**config.mk**
```make
export PLATFORM = sky130hd
export DESIGN_NAME = regfile_sb
export DESIGN_NICKNAME = d
export VERILOG_FILES = /design/src/rtl/regfile_sb.sv
export SDC_FILE = /design/constraint.sdc
export NUM_CORES = 2
export LEC_CHECK = 0
export CAP_MARGIN = 10
export CORE_UTILIZATION = 43
export DETAILED_ROUTE_END_ITERATION = 10
export GPL_TIMING_DRIVEN = 1
export PLACE_DENSITY = 0.6
export SYNTH_ARGS = -nofsm -noshare
export SYNTH_HDL_FRONTEND = slang
export SYNTH_SLANG_ARGS = --single-unit
export TNS_END_PERCENT = 50
```
**constraint.sdc**
```tcl
create_clock -name clk_i -period 1.85 [get_ports clk_i]
set_input_delay 0.185 -clock clk_i [delete_from_list [all_inputs] [get_ports clk_i]]
set_output_delay 0.185 -clock clk_i [all_outputs]
set_load 0.01 [all_outputs]
```
**src/rtl/regfile_sb.sv**
```systemverilog
// Multi-port integer register file with a per-register busy scoreboard for hazard detection.
// Optional feature macro REGFILE_BYPASS_EN: same-cycle write-to-read forwarding.
module regfile_sb #(
  parameter int XLen    = 32,
  parameter int NReg    = 32,
  parameter int NRead   = 2,
  parameter int NWrite  = 1,
  parameter int ZeroReg = 1,
  localparam int AW     = $clog2(NReg)
) (
  input  logic                    clk_i,
  input  logic                    rst_ni,
  input  logic [NRead*AW-1:0]     ra_i,
  output logic [NRead*XLen-1:0]   rd_o,
  output logic [NRead-1:0]        rbusy_o,
  input  logic [NWrite*AW-1:0]    wa_i,
  input  logic [NWrite-1:0]       we_i,
  input  logic [NWrite*XLen-1:0]  wd_i,
  input  logic                    iss_valid_i,
  input  logic [AW-1:0]           iss_addr_i,
  output logic                    iss_ready_o,
  input  logic                    flush_i,
  output logic [NReg-1:0]         busy_o
);

  logic [XLen-1:0] mem_q [NReg];
  logic [XLen-1:0] mem_d [NReg];
  logic [NReg-1:0] busy_q;
  logic [NReg-1:0] busy_d;
  logic            iss_accept_s;

  function automatic logic is_zero_reg(input logic [AW-1:0] a);
    return (ZeroReg != 0) && (a == {AW{1'b0}});
  endfunction

  assign iss_ready_o  = !busy_q[iss_addr_i] && !flush_i;
  assign iss_accept_s = iss_valid_i && iss_ready_o;
  assign busy_o       = busy_q;

  // Register write merge: later (higher-index) ports overwrite earlier ones.
  always_comb begin
    for (int r = 0; r < NReg; r++) begin
      mem_d[r] = mem_q[r];
      for (int k = 0; k < NWrite; k++) begin
        mem_d[r] = (we_i[k] && (wa_i[k*AW +: AW] == AW'(r)) && !is_zero_reg(AW'(r)))
                   ? wd_i[k*XLen +: XLen] : mem_d[r];
      end
    end
  end

  // Scoreboard update: writeback clears, accepted issue sets over clear, flush clears everything.
  always_comb begin
    busy_d = busy_q;
    for (int r = 0; r < NReg; r++) begin
      for (int k = 0; k < NWrite; k++) begin
        busy_d[r] = (we_i[k] && (wa_i[k*AW +: AW] == AW'(r))) ? 1'b0 : busy_d[r];
      end
      busy_d[r] = (iss_accept_s && (iss_addr_i == AW'(r))) ? 1'b1 : busy_d[r];
      busy_d[r] = (flush_i || is_zero_reg(AW'(r))) ? 1'b0 : busy_d[r];
    end
  end

  // Combinational read ports with optional forwarding from the current write.
  always_comb begin
    rd_o    = {(NRead*XLen){1'b0}};
    rbusy_o = {NRead{1'b0}};
    for (int p = 0; p < NRead; p++) begin
      rd_o[p*XLen +: XLen] = mem_q[ra_i[p*AW +: AW]];
      rbusy_o[p]           = busy_q[ra_i[p*AW +: AW]];
`ifdef REGFILE_BYPASS_EN
      for (int k = 0; k < NWrite; k++) begin
        rd_o[p*XLen +: XLen] = (we_i[k] && (wa_i[k*AW +: AW] == ra_i[p*AW +: AW]))
                               ? wd_i[k*XLen +: XLen] : rd_o[p*XLen +: XLen];
        rbusy_o[p]           = (we_i[k] && (wa_i[k*AW +: AW] == ra_i[p*AW +: AW]))
                               ? 1'b0 : rbusy_o[p];
      end
`endif
      rd_o[p*XLen +: XLen] = is_zero_reg(ra_i[p*AW +: AW]) ? {XLen{1'b0}} : rd_o[p*XLen +: XLen];
      rbusy_o[p]           = is_zero_reg(ra_i[p*AW +: AW]) ? 1'b0 : rbusy_o[p];
    end
  end

  // State registers.
  always_ff @(posedge clk_i or negedge rst_ni) begin
    if (!rst_ni) begin
      for (int r = 0; r < NReg; r++) begin
        mem_q[r] <= {XLen{1'b0}};
      end
      busy_q <= {NReg{1'b0}};
    end else begin
      mem_q  <= mem_d;
      busy_q <= busy_d;
    end
  end

endmodule

```
==> flow_summary.ini <==
[critical_path]
crit_cells = 6
cpPeakStageDelay_ns = 0.47
critPathRequiredTime_ns = 1.66
path_buf_inv = 2
criticalPathCategory = reg -> out
crit_family = multiplexers
cp-end-kind = output pin
slowest_stage = mux4_2
cp-startpoint = mem_q[249]
cp_max_fo = 2
critPathLaunchType = register
crit_arrival_ns = 2.52
reg2regPathDepth = 5
r2r-start = busy_o[29]
crit_chain = mux4_2 > mux2_4 > a221oi_2 > buf_4 > a311oi_2 > buf_2

[synth]
synth_area_um2 = 55300
synth_edf_count = 0
synth_cells = 3811
ys_seq_area_share_pct = 46.3
synth_top_area_share_pct = 46.3
yosys_warnings = 0
synth_fp_nets = 3868
synth.top_cells.by_area = dfrtp_1 (46%), mux2_2 (22%), mux4_2 (18%), mux2i_1 (2.9%), clkbuf_1 (1.7%)
syn_area_per_cell_um2 = 14.5
synthMostInstantiatedCell = mux2_2
synth_top_area_cell = dfrtp_1
synth_cell_types = 54
synth_common_cells = mux2_2 (1074), dfrtp_1 (1023), mux4_2 (430)
synth_ff_type = dfrtp_1
ys_seq_elements = 1023
async_reset_ff_share_pct = 100

[final_layout]
final_nets = 4568
fin_area_um2 = 70700
regArea_um2 = 25600
multi_input_area_um2 = 29000
layout-drive-gt1-share_pct = 60.9
fill_cells = 10400
final_util_pct = 55.4
areaGrowthSynthToFinish_pct = 27.7

[sta]
worst_slew_pin_slew_ns = 0.915
rsz0062_at_grt = yes
setup_viol = 67
hold_viol_final = 0
slew_violations = 0
relSlewSlack_pct = 38.8
finalCriticalPeriod_ns = 2.70
finalCritPeriodShare_pct = 146
setup_slack_ns = -0.851
fmax_ghz = 0.370
clock_skew_ns = 0.0143
hold_ws_ns = 0.147

[clock_network]
cts_buffers = 115
htreeDepth = 3
max-clock-path-buffers = 3
clk_transition_reported_paths_ns = 0.06
clk_root_buffer_cell = clkbuf_16
cts_tree = done
clkSinkCount = 1023
worst_skew_pair.late_latency_ns = 0.74

[die]
die_w_um = 361
die_area_um2 = 130000
die_h_um = 361
core_um2 = 128000
initial_utilization_pct = 43.4
fp-row-count = 131
ios = 156

[placed_design]
dp_hpwl_mm = 128
dp_slack_ns = -1.52
io_buffers = 154
gp_congestion = 0.887
postPlaceCellArea_um2 = 66000

[power]
p_per_area_nw_per_um2 = 1010
power.leakage_uw = 0.0314
vdd_drop_max_mv = 0.898

[grt]
grt_pass1_vias = 40100
grt_max_degree = 75
grt_pass1_wl_mm = 284
overflow = 0
antenna_found_initial = 5
grt.total_usage_pct = 29.7

[route]
drc = 0
wl_per_cell_um = 30.6
drtIter0Drc = 3463
post_drt_via_cell_ratio = 6.25
final_antenna_net_count = 0
first_pass_iters = 5
num_vias = 39200
totalWireLength_mm = 192

[outcome]
outcome = finished, violations left
violations = setup timing

[hold_path]
min_path_type = in -> async

[flow_run]
max-cap-violations = 0
sequential cells by signal, summed over array words and instances (netlist names):
| name | count |
|---|---|
| mem_q | 992 |
| busy_o | 31 |
kinds of logic (layout without fill, tap and decap cells):
kind of cell,count (synthesis),count (layout),synth area share [%]
AO/OA/AOI/OAI,388,388,5.13
flip-flops,1023,1023,46.3
multiplexers,1667,1667,42.3
AND/OR/NAND/NOR,300,300,2.88
buffers and inverters,432,1228,3.41
other,1,2,0.00678
what timing repair did:
action,4_1_cts,5_1_grt
hold buffers,2,0
buffers inserted,18,9
resized for setup,449,70
setup endpoints to repair,99,68
pin swaps,91,40
gates cloned,0,0
hold endpoints to repair,1023,0
tightest hold or removal path: cells and delay by family:
family	cells	cell delay, ns
buffers and inverters	3	1.05
metal layers:
metal	up-vias	track usage, %	part of all wire, %
met1	21100	41.9	43
li1	16200	-	-
met5	-	0	0.033
met2	1572	45.7	46
met3	363	5.51	7.7
met4	8	10.6	3.7
power by group:
part / internal (uW) / switching [uW] / total, uW
clock: 14500 / 9840 / 24300
sequential: 26700 / 2920 / 29600
combinational: 10700 / 6740 / 17500
total: 51800 / 19500 / 71300
per-stage QoR:
step	setup TNS (ns)	total power [uW]	cells
finish	-45.89	71300	6270
global placement	-392.50	46200	6047
CTS	-49.61	71400	6261
detailed placement	-391.25	46700	6047
floorplan	-1.88	39500	3811
global route	-50.41	74300	6270
cells in the final DEF (no fill, tap or decap), types with 50 or more instances in the layout:
master	count
a22o_1	93
buf_12	180
buf_4	653
clkbuf_16	117
dfrtp_1	1019
mux2_2	1068
mux2i_1	148
mux4_2	430
nand2_1	72
o22ai_1	50
final timing paths:
path / end / slack (ns)
worst max-delay path: rd_o[25] / -0.85
worst min-delay path: mem_q[320] / 0.15
worst max register to register: busy_o[30] / 0.09
worst min register to register: mem_q[624] / 0.52
max in group asynchronous: mem_q[39] / 0.36
min in group clk_i: busy_o[14] / 0.34
final cells by class:
class                   instances  area share, %
inverters                      17         0.0938
multi-input cells            2356           41.0
well taps                    1662           2.94
clock buffers                 173           4.88
diodes                          1        0.00354
flip-flops and latches       1023           36.2
repair buffers                998           14.1
clock inverters                40          0.782
No activity file was read; power rests on OpenSTA's default activity.
